### src/rtl/out_port_arbiter.sv
// rtl/out_port_arbiter.sv - wormhole round-robin arbiter for one NoC router output port
//
// Shares one output port among five input requesters (N, S, E, W, L). A packet
// owner is chosen round-robin while idle and keeps the port from head to tail.
// An optional watchdog releases an owner that stalls for TIMEOUT cycles.
//
// Parameters:
//   TIMEOUT  stall cycles before a locked owner is forcibly released (0 = off)
//   CNT_W    width of the transferred-flit counter
//
// Ports:
//   clk         clock, rising edge
//   rst_n       asynchronous active-low reset
//   req_i[4:0]  per-input request; bit0=N, 1=S, 2=E, 3=W, 4=L
//   tail_i[4:0] per-input tail marker; only the owner's bit is used
//   ready_i     downstream accepts a flit this cycle
//   sel_o[2:0]  mux select; 001=N, 010=S, 011=E, 100=W, 101=L, 111=none
//   valid_o     flit on the mux output is valid this cycle
//   pop_o[4:0]  one-hot dequeue strobe for the owner's input buffer
//   busy_o      port is locked to an owner
//   timeout_o   one-cycle pulse when the watchdog releases an owner
//   flit_cnt_o  wrapping count of transferred flits

module out_port_arbiter #(
  parameter int TIMEOUT = 0,
  parameter int CNT_W   = 16
) (
  input  logic             clk,
  input  logic             rst_n,
  input  logic [4:0]       req_i,
  input  logic [4:0]       tail_i,
  input  logic             ready_i,
  output logic [2:0]       sel_o,
  output logic             valid_o,
  output logic [4:0]       pop_o,
  output logic             busy_o,
  output logic             timeout_o,
  output logic [CNT_W-1:0] flit_cnt_o
);

  localparam int ST_W = (TIMEOUT > 0) ? $clog2(TIMEOUT + 1) : 1;
  // Value of the stall counter during the last stalled cycle before release.
  localparam logic [ST_W-1:0] STALL_LAST = ST_W'((TIMEOUT > 0) ? (TIMEOUT - 1) : 0);
  localparam logic [2:0] SEL_NONE = 3'b111;

  typedef enum logic {
    IDLE,
    LOCKED
  } state_t;

  state_t          state;
  logic [2:0]      owner;      // owner index 0..4
  logic [2:0]      rr_ptr;     // highest-priority index for the next arbitration
  logic [ST_W-1:0] stall_cnt;

  logic [4:0] owner_mask;
  logic       owner_req;
  logic       owner_tail;
  logic       xfer;
  logic       expire;
  logic [2:0] next_ptr;
  logic [2:0] pick;
  logic       pick_vld;

  assign owner_mask = 5'b00001 << owner;
  assign owner_req  = |(req_i & owner_mask);
  assign owner_tail = |(tail_i & owner_mask);
  assign valid_o    = (state == LOCKED) && owner_req;
  assign xfer       = valid_o && ready_i;
  assign pop_o      = xfer ? owner_mask : 5'b00000;
  assign next_ptr   = (owner == 3'd4) ? 3'd0 : owner + 3'd1;

  // A transfer always wins over watchdog expiry in the same cycle.
  assign expire = (TIMEOUT > 0) && (state == LOCKED) && !xfer && (stall_cnt == STALL_LAST);

  // Cyclic first-set scan starting at rr_ptr.
  always_comb begin
    logic [3:0] idx;
    pick     = 3'd0;
    pick_vld = 1'b0;
    idx      = 4'd0;
    for (int i = 0; i < 5; i++) begin
      idx = {1'b0, rr_ptr} + 4'(i);
      if (idx > 4'd4) idx = idx - 4'd5;
      if (!pick_vld && req_i[idx[2:0]]) begin
        pick     = idx[2:0];
        pick_vld = 1'b1;
      end
    end
  end

  always_ff @(posedge clk or negedge rst_n) begin
    if (!rst_n) begin
      state      <= IDLE;
      owner      <= 3'd0;
      rr_ptr     <= 3'd0;
      stall_cnt  <= '0;
      sel_o      <= SEL_NONE;
      busy_o     <= 1'b0;
      timeout_o  <= 1'b0;
      flit_cnt_o <= '0;
    end else begin
      timeout_o <= 1'b0;
      if (xfer) flit_cnt_o <= flit_cnt_o + 1'b1;

      case (state)
        IDLE: begin
          if (pick_vld) begin
            state     <= LOCKED;
            owner     <= pick;
            sel_o     <= pick + 3'd1;
            busy_o    <= 1'b1;
            stall_cnt <= '0;
          end
        end

        LOCKED: begin
          if (xfer) begin
            stall_cnt <= '0;
            if (owner_tail) begin
              state  <= IDLE;
              sel_o  <= SEL_NONE;
              busy_o <= 1'b0;
              rr_ptr <= next_ptr;
            end
          end else if (expire) begin
            state     <= IDLE;
            sel_o     <= SEL_NONE;
            busy_o    <= 1'b0;
            rr_ptr    <= next_ptr;
            stall_cnt <= '0;
            timeout_o <= 1'b1;
          end else if (TIMEOUT > 0) begin
            stall_cnt <= stall_cnt + 1'b1;
          end
        end

        default: begin
          state  <= IDLE;
          sel_o  <= SEL_NONE;
          busy_o <= 1'b0;
        end
      endcase
    end
  end

endmodule

### config.mk
export PLATFORM = sky130hd
export DESIGN_NAME = out_port_arbiter
export DESIGN_NICKNAME = d
export VERILOG_FILES = /design/src/rtl/out_port_arbiter.sv
export SDC_FILE = /design/constraint.sdc
export NUM_CORES = 1
export LEC_CHECK = 0
export ABC_AREA = 1
export CAP_MARGIN = 10
export CORE_MARGIN = 2
export CORE_UTILIZATION = 59
export DETAILED_ROUTE_END_ITERATION = 12
export GPL_ROUTABILITY_DRIVEN = 0
export GPL_TIMING_DRIVEN = 0
export PLACE_DENSITY_LB_ADDON = 0.12
export REMOVE_ABC_BUFFERS = 1
export SYNTH_ARGS = -nofsm -noshare
export SYNTH_HDL_FRONTEND = slang
export SYNTH_SLANG_ARGS = --single-unit
export TNS_END_PERCENT = 30
### constraint.sdc
create_clock -name clk -period 6.1 [get_ports clk]
set_clock_uncertainty 0.05 [all_clocks]
set_input_delay 1.22 -clock clk [delete_from_list [all_inputs] [get_ports clk]]
set_output_delay 1.22 -clock clk [all_outputs]
set_load 0.05 [all_outputs]
==> metrics.md <==
| Metric | Value |
|---|---|
| Number of synthesized flops with an enable pin | 0 |
| Type of the most critical hold path | register to register |
| First-pass GRT wire length | 9646 um |
| Post-CTS Hold Fix Bufs | 0 |
| Number of distinct standard cells referenced by the synthesized netlist | 35 |
| P per Cell Area | 108.4 nW/um^2 |
| Detail Route Antenna Nets | 0 |
| Most common library cell in the layout ignoring fill and taps | sky130_fd_sc_hd__nand2_1 |
| Top-Level Pins | 40 |
| Total number of vias | 2339 |
| Final worst-path cycle share | 78.32% |
| Kind of critical path | input pin to output port |
| Skew-Pair Late Insertion Delay | 0.27 ns |
| Buffer levels on the longest clock path | 2 |
| Crit-path max FO | 9 |
| Cell count after synthesis | 346 |
| Area added between synthesis and finish | 18.82% |
| Detailed Route Iter0 Violations | 167 |
| Count of input and output buffers | 38 |
| Async set-or-reset flop fraction in the synthesized netlist | 100.0% |
| Post-cts sizing count | 0 |
| Worst-case setup margin in the final layout | 1.322 ns |
| Number of max-capacitance violations reported | 0 |
| Critical Path Source Type | input pin |
| Data required time of the worst path | 4.83 ns |
| Worst slew slack as a fraction of its limit | 48.99% |
| Die Wd | 68.65 um |
| Number of buffers inserted to repair setup after CTS | 0 |
| Endpoints failing setup | 0 |
| Number of iterations in the first detailed-routing pass | 6 |
| Total Routing Usage GR | 26.78% |
| Number of buffers added by the clock tree synthesis step | 3 |
| Chip height | 68.65 um |
| Clock transition time at the flip-flop clock pins of the worst setup and hold paths | 0.08 ns |
| Largest net degree at the start of global routing | 28 |
| Vias in the first global route | 2147 |
| Layout Utilization | 73.26% |
| Layout cells sized above 1 | 13.21% |
| Highest-count cells in the layout ignoring fill and taps | sky130_fd_sc_hd__nand2_1 (90), sky130_fd_sc_hd__inv_1 (48), sky130_fd_sc_hd__nand3_1 (41) |
| Signal arrival time at the worst endpoint | 3.51 ns |
| Measured slew at the worst slew-check pin | 0.7651 ns |
| Most instantiated flip-flop cell in the synthesis netlist | sky130_fd_sc_hd__dfrtp_1 |
| Hold violation total from the final report | 0 |
| Clk sinks | 27 |
| Timing-limited maximum frequency | 209.3 MHz |
| Post-synthesis average cell area | 7.127 um^2 |
| Setup TNS after final layout | 0 ns |
| Via-to-Cell Ratio | 5.365 |
| Final Slew Violations | 0 |
| Avg WL per Cell | 13.23 um |
| Root buffer selected by CTS | sky130_fd_sc_hd__clkbuf_8 |
| Share of synthesized area occupied by flip-flops and latches | 27.55% |
| Antenna Cells | 0 |
| Static Leakage | 1.525 nW |
| IR drop worst, VDD | 0.1310 mV |
| Placeable core region | 4000 um^2 |
| TritonCTS clock tree | built |
| Final #Nets | 420 |
| Flip-flop and latch count after synthesis | 27 |
| Status | finished clean |
| Global route overflow | 0 |
| Clock period minus final worst setup slack | 4.778 ns |
| Total standard cell area after synthesis | 2466 um^2 |
| Overall power | 0.0003175 W |
| Synthesis Warnings | 0 |
| Final WL | 5768 um |
| Remaining routing DRC violations | 0 |
| Number of antenna violations at the first check in global routing | 0 |
| Setup repair after global routing missed its margin | false |
| Clock H-tree levels | 1 |
| Die outline area | 4713 um^2 |
| Number of core rows | 23 |
| DP Worst Slack | 1.364 ns |
| Kind of capture point of the worst setup path | output port |
| Half-perimeter wire length after detailed placement | 4625 um |
| Initial Utilization | 61.65% |
-- where the power goes --
part	switching (W)	internal (W)	total [W]
registers	0.00000107	0.000180	0.000181
logic	0.0000238	0.0000146	0.0000383
clock network	0.0000516	0.0000467	0.0000984
total	0.0000764	0.000241	0.000318
-- worst paths after layout --
kind | end | cells past startpoint | slack, ns | from
max | pop_o[2] | 8 | 1.32 | req_i[2]
min | flit_cnt_o[7] | 1 | 0.45 | flit_cnt_o[7]
max reg2reg | sel_o[1] | 19 | 2.48 | rr_ptr[0]
min reg2reg | flit_cnt_o[7] | 1 | 0.45 | flit_cnt_o[7]
max in group asynchronous | flit_cnt_o[5] | 1 | 4.73 | rst_n
min in group asynchronous | flit_cnt_o[14] | 1 | 0.89 | rst_n
-- per-stage QoR --
step	cells	instance area (um^2)	hold WS [ns]
global placement	432	2890	0.4085
floorplan	344	2447	0.4962
CTS	436	2935	0.4528
detailed placement	432	2890	0.4362
finish	436	2930	0.4475
global route	436	2930	0.4608
-- routing by layer --
metal,vias up,track usage [%],wire length (um)
li1,1189,-,-
met1,1085,39.68,2787
met2,61,40.99,2639
met3,4,5.032,322
met4,0,4.250,19
met5,-,0,0
-- cells in the mapped netlist (2+ instances only) --
master / number / area, um^2
sky130_fd_sc_hd__inv_1: 48 / 180.2
sky130_fd_sc_hd__xor2_1: 11 / 96.34
sky130_fd_sc_hd__nand3_2: 3 / 30.03
sky130_fd_sc_hd__dfstp_2: 3 / 78.83
sky130_fd_sc_hd__nand2_2: 19 / 118.9
sky130_fd_sc_hd__o21ai_2: 2 / 17.52
sky130_fd_sc_hd__nor2_4: 3 / 33.78
sky130_fd_sc_hd__nand2_1: 90 / 337.8
sky130_fd_sc_hd__nand2_4: 4 / 45.04
sky130_fd_sc_hd__o31ai_1: 2 / 15.01
sky130_fd_sc_hd__nor2_1: 20 / 75.07
sky130_fd_sc_hd__xnor2_1: 6 / 52.55
sky130_fd_sc_hd__nand3_1: 41 / 205.2
sky130_fd_sc_hd__nor3_1: 2 / 10.01
sky130_fd_sc_hd__nand4_1: 14 / 87.58
sky130_fd_sc_hd__inv_2: 6 / 22.52
sky130_fd_sc_hd__dfrtp_1: 24 / 600.6
sky130_fd_sc_hd__a21oi_1: 2 / 10.01
sky130_fd_sc_hd__o21ai_0: 11 / 55.05
sky130_fd_sc_hd__ha_1: 20 / 250.2
-- registers in the layout, indices dropped and copies added, names as in the netlist --
name	count
busy_o	1
state	1
flit_cnt_o	16
rr_ptr	3
owner	3
sel_o	3
-- critical path, cell delays in order --
cell	delay, ns
sky130_fd_sc_hd__clkdlybuf4s50_1	0.52
sky130_fd_sc_hd__inv_1	0.12
sky130_fd_sc_hd__o21ai_0	0.18
sky130_fd_sc_hd__nor2_1	0.07
sky130_fd_sc_hd__a21oi_2	0.19
sky130_fd_sc_hd__nand2_2	0.19
sky130_fd_sc_hd__nor2_1	0.19
sky130_fd_sc_hd__clkdlybuf4s50_1	0.83
-- cell type report --
cell class / instances / area, um^2
multi-input combinational: 263 / 1565
fill: 357 / 1070
sequential: 27 / 679.4
timing repair buffer: 38 / 375.4
inverter: 54 / 202.7
tap: 50 / 62.56
clock buffer: 4 / 45.04
-- cells by family (layout without fill, tap and decap cells) --
family / after synthesis / in the layout / share of synthesized area [%]
XOR/XNOR: 18 / 18 / 6.697
AO/OA/AOI/OAI: 23 / 23 / 6.038
other: 1 / 1 / 0.1521
buffers and inverters: 56 / 96 / 8.980
adder cells (fa/ha/maj): 20 / 20 / 10.15
flip-flops: 27 / 27 / 27.55
AND/OR/NAND/NOR: 201 / 201 / 40.44
Power figures use the tool's default switching activity.
==> edit 1: new RTL, config.mk and constraints unchanged <==
The parameter `CNT_W` goes from 16 to 12.
--- a/src/rtl/out_port_arbiter.sv
+++ b/src/rtl/out_port_arbiter.sv
@@ -24,5 +24,5 @@
 module out_port_arbiter #(
   parameter int TIMEOUT = 0,
-  parameter int CNT_W   = 16
+  parameter int CNT_W   = 12
 ) (
   input  logic             clk,
Interface: changed (resized flit_cnt_o); port bits go from 40 to 36. No check against the original RTL was run, so the function may have changed too.
==> edit 1 against the original RTL <==
Non-clock buffer count shrank 4. Synthesized area shrank 8.4%. Total power shrank 6.2%. Wire length shrank 8.1%. Highest routed layer unchanged. Largest cell class unchanged. Critical path type unchanged. Cell area shrank 8.8%. Sequential cell count shrank 4. Sequential power shrank 14%. First-iteration DRC count shrank 11%. Clock power shrank 0.6%. Synthesized cell count shrank 6.9%. Worst setup slack lost 0.19 ns. Combinational power grew 14%. Via count shrank 8.5%. Critical endpoint is now pop_o[4].
==> edit 1: results (changes against the original RTL) <==
* Share of layout cells above drive strength 1 at 0.1067 (-0.02538)
* Status: finished, final reports clean
* CTS Buf Count at 3 (unchanged)
* Vias at 2,141 (-8.5%)
* LEAKAGE at 1.405 nW (-7.9%)
* Nets at 389 (-7.4%)
* Max IR drop VDD at 0.1427 mV (+8.9%)
* Vias in the first global route at 1,984 (-7.6%)
* Total Routing Usage GR at 0.2748 (+0.006932)
* Largest net degree at the start of global routing at 24 (-14%)
* # port buffers at 34 (-11%)
* Reg clk slew, reported paths at 0.08 ns (about the same)
* Synth Area in XOR/XNOR at 0.05762 (-0.009353)
* Initial drt markers at 148 (-11%)
* Synth cell types at 37 (+5.7%)
* HPWL after detailed placement at 4185 um (-9.5%)
* Post-Route WL at 5299 um (-8.1%)
* Synth Area in Compound Gates at 0.05429 (-0.006082)
* WP data arrival at 3.69 ns (+0.18 ns)
* Synth area leaders: dfrtp_1 22%, nand2_1 14%, nand3_1 12%
* Worst slew pin tran at 1.022 ns (+0.2568 ns)
* Filler cells at 318 (-11%)
* Share of the yosys chip area belonging to registers at 0.2565 (-0.01898)
* Drt first pass iters at 5 (-1)
* Synth cell count leaders: 82 x nand2_1, 54 x nand3_1, 39 x inv_1, 20 x dfrtp_1, 19 x ha_1
* Crit Path Max Fanout at 11 (+2)
* Number of flip-flops under the largest register name at 12 (-4)
* Skew-Pair Late Insertion Delay at 0.27 ns (about the same)
* Synth Area in Adders at 0.1053 (+0.003792)
* First-pass GRT wire length at 9183 um (-4.8%)
* Ant diodes at 0 (unchanged)
edit 1: critical path, delay by kind of cell:
kind	cells	cell delay (ns)
buffers and inverters	3	1.48
and+or+nand+nor	3	0.61
AOI/OAI and AO/OA	2	0.37
edit 1: where the power goes:
| group | switching, mW | internal [mW] |
|---|---|---|
| clock | 0.0520 | 0.0458 |
| sequential | 0.00225 | 0.154 |
| combinational | 0.0267 | 0.0171 |
| total | 0.0809 | 0.217 |
edit 1: routing by layer:
metal	track usage	vias up	routed length (um)
met5	0	-	0
met1	0.3996	973	2492
met4	0.04688	0	29
met3	0.05792	4	297
li1	-	1106	-
met2	0.4242	58	2479
edit 1: kinds of logic after synthesis:
logic type / Yosys count
xor+xnor: 14
fa+ha+maj: 19
other cells: 1
simple gates: 192
buf+inv: 51
flops: 23
compound gates: 22
edit 1: layout make-up:
class,count,share of cell area
multi-input combinational,248,0.5503
timing repair buffer,34,0.1273
clock inverter,1,0.001872
tap,48,0.02246
clock buffer,3,0.01544
sequential,23,0.2167
inverter,47,0.06598
edit 1: path summary, 6_finish.rpt:
check	start	to	slack, ns	depth (start not counted)
worst max-delay path	req_i[3]	pop_o[4]	1.14	8
worst min-delay path	flit_cnt_o[11]	flit_cnt_o[11]	0.43	1
worst max register to register	rr_ptr[0]	owner[2]	2.56	16
worst min register to register	flit_cnt_o[11]	flit_cnt_o[11]	0.43	1
max in group asynchronous	rst_n	flit_cnt_o[0]	3.93	1
min in group asynchronous	rst_n	flit_cnt_o[11]	1.45	1
edit 1: per-stage QoR:
stage / std cells / area (um^2) / setup slack, ns / power, mW / hold slack (ns)
2_1_floorplan: 318 / 2227 / 1.329 / 0.1841 / 0.4908
3_3_place_gp: 400 / 2628 / 1.197 / 0.2024 / 0.4178
3_5_place_dp: 400 / 2628 / 1.189 / 0.2031 / 0.4261
4_1_cts: 404 / 2674 / 1.155 / 0.2996 / 0.4376
5_1_grt: 404 / 2674 / 0.9963 / 0.3097 / 0.4734
6_report: 404 / 2674 / 1.137 / 0.2978 / 0.4346
==> edit 2: new RTL, config.mk and constraints unchanged <==
Without the edit above. Register the output `flit_cnt_o` once more, cleared by the reset; this adds one clock of latency there. The other outputs are not delayed to match.
--- a/src/rtl/out_port_arbiter.sv
+++ b/src/rtl/out_port_arbiter.sv
@@ -48,4 +48,6 @@
     LOCKED
   } state_t;
+
+  logic [CNT_W-1:0] flit_cnt_s0;
 
   state_t          state;
@@ -99,8 +101,8 @@
       busy_o     <= 1'b0;
       timeout_o  <= 1'b0;
-      flit_cnt_o <= '0;
+      flit_cnt_s0 <= '0;
     end else begin
       timeout_o <= 1'b0;
-      if (xfer) flit_cnt_o <= flit_cnt_o + 1'b1;
+      if (xfer) flit_cnt_s0 <= flit_cnt_s0 + 1'b1;
 
       case (state)
@@ -145,4 +147,12 @@
   end
 
+  always_ff @(posedge clk or negedge rst_n) begin
+    if (!rst_n) begin
+      flit_cnt_o <= '0;
+    end else begin
+      flit_cnt_o <= flit_cnt_s0;
+    end
+  end
+
 endmodule
 
Behaviour: not the same (Yosys sat finds a counterexample within 4 cycles, from zero or initial values and one cycle with rst_n low).
==> edit 2 against the original RTL <==
Worst setup slack worse by 0.14 ns. Critical path depth unchanged. Synthesized area up 17%. Via count up 3.8%. Wire length up 5.4%. Cell area up 18%. Count of clock-buffer cells in the layout up 2. Sequential cell count up 16. Register-to-register slack better by 0.23 ns. Fmax down 2.9%. Non-clock buffer count up 1. Global-route usage down 3.2 points. Highest routed layer unchanged.
Power is not shown: default switching activity piles up to over one toggle a cycle in this logic, so the estimate is an artifact.
==> edit 2: results (changes against the original RTL) <==
* Status: finished, final reports clean
* Largest net degree at the start of global routing at 43 (+54%)
* Drt first pass iters at 4 (-2)
* Final Util at 0.7303 (-0.002231)
* Skew-Pair Late Insertion Delay at 0.29 ns (+0.02 ns)
* Total Routing Usage GR at 0.2355 (-0.03232)
* Filler cells at 381 (+6.7%)
* WP data arrival at 3.65 ns (+0.14 ns)
* Crit path from: req_i[4]
* Synth area leaders: dfrtp_1 35%, nand2_1 11%, ha_1 8.7%
* Initial antenna violation count at 0 (unchanged)
* Dpl cell area at 0.003347 mm^2 (+16%)
* Max Buffers Root-to-Sink at 2 (unchanged)
* Synth cell count leaders: 83 x nand2_1, 46 x inv_1, 43 x nand3_1, 40 x dfrtp_1, 22 x nor2_1
* Flop2flop setup slack at 2.71 ns (+0.23 ns)
* First-pass GRT wire length at 9894 um (+2.6%)
* Crit Path Max Fanout at 12 (+3)
* Vias at 2,427 (+3.8%)
* # port buffers at 38 (unchanged)
* Clock root buffer: clkbuf_8
* Share of the yosys chip area belonging to registers at 0.3736 (+0.09810)
* Cells after Synth at 361 (+4.3%)
* Wire per inst at 12.91 um (-2.4%)
* Site Rows at 25 (+8.7%)
* DP Cell Count at 464 (+7.4%)
* Worst Reg-to-Reg Cells at 15 (-4)
* Slowest Stage Delay on Critical Path at 0.82 ns
* Hold depth at 0 (-1)
* HPWL after detailed placement at 4656 um (+0.67%)
* Initial drt markers at 196 (+17%)
* Crit path max-delay family: buffers and inverters
* CP Capture Point: pop_o[3]
* Vias per cell at 5.153 (-3.9%)
* Vias in the first global route at 2,170 (+1.1%)
* Synth cell types at 36 (+2.9%)
* Share of layout cells above drive strength 1 at 0.1460 (+0.01392)
* Max H-tree Level at 2 (+1)
* Slew HR at 0.5580 (+0.06808)
* CTS Buf Count at 5 (+2)
* Final worst slack at 1.179 ns (-0.1430 ns)
==> edit 2: cell types whose count changed after synthesis, sizes merged, moves of 2 or more <==
cell   unedited run  this run
dfrtp            24        40
nand2           113       103
nand4            14         5
nand3            45        51
nor2             23        29
nor3              3         6
a21oi             3         5
a31oi             1         3
o31ai             2         0
==> edit 2: kinds of logic after synthesis <==
| logic type | count (synthesis) | synth area share |
|---|---|---|
| AO/OA/AOI/OAI | 25 | 0.05022 |
| XOR/XNOR | 18 | 0.05714 |
| adder cells (fa/ha/maj) | 20 | 0.08658 |
| buffers and inverters | 56 | 0.07836 |
| flip-flops | 43 | 0.3736 |
| other | 1 | 0.001297 |
| AND/OR/NAND/NOR | 198 | 0.3528 |
==> edit 2: area by class of cell <==
class / instances / area share
repair buffers: 39 / 0.1146
flip-flops and latches: 43 / 0.3130
clock buffers: 6 / 0.02104
inverters: 53 / 0.05912
clock inverters: 1 / 0.008705
multi-input cells: 262 / 0.4592
well taps: 67 / 0.02430
==> edit 2: layer usage <==
metal  GRT usage  vias up  routed length (um)
li1            -     1228                   -
met1      0.3580     1120                2969
met2      0.3542       68                2682
met3     0.04336       11                 346
met4     0.05051        0                  81
met5           0        -                   0
==> edit 2: worst min-delay path by stage <==
stage               startpoint        endpoint  slack [ns]
4_1_cts        flit_cnt_s0[15]  flit_cnt_o[15]        0.37
5_1_grt        flit_cnt_s0[15]  flit_cnt_o[15]        0.39
3_5_place_dp   flit_cnt_s0[15]  flit_cnt_o[15]        0.35
6_report       flit_cnt_s0[15]  flit_cnt_o[15]        0.37
3_3_place_gp   flit_cnt_s0[15]  flit_cnt_o[15]        0.33
2_1_floorplan  flit_cnt_s0[15]  flit_cnt_o[15]        0.32
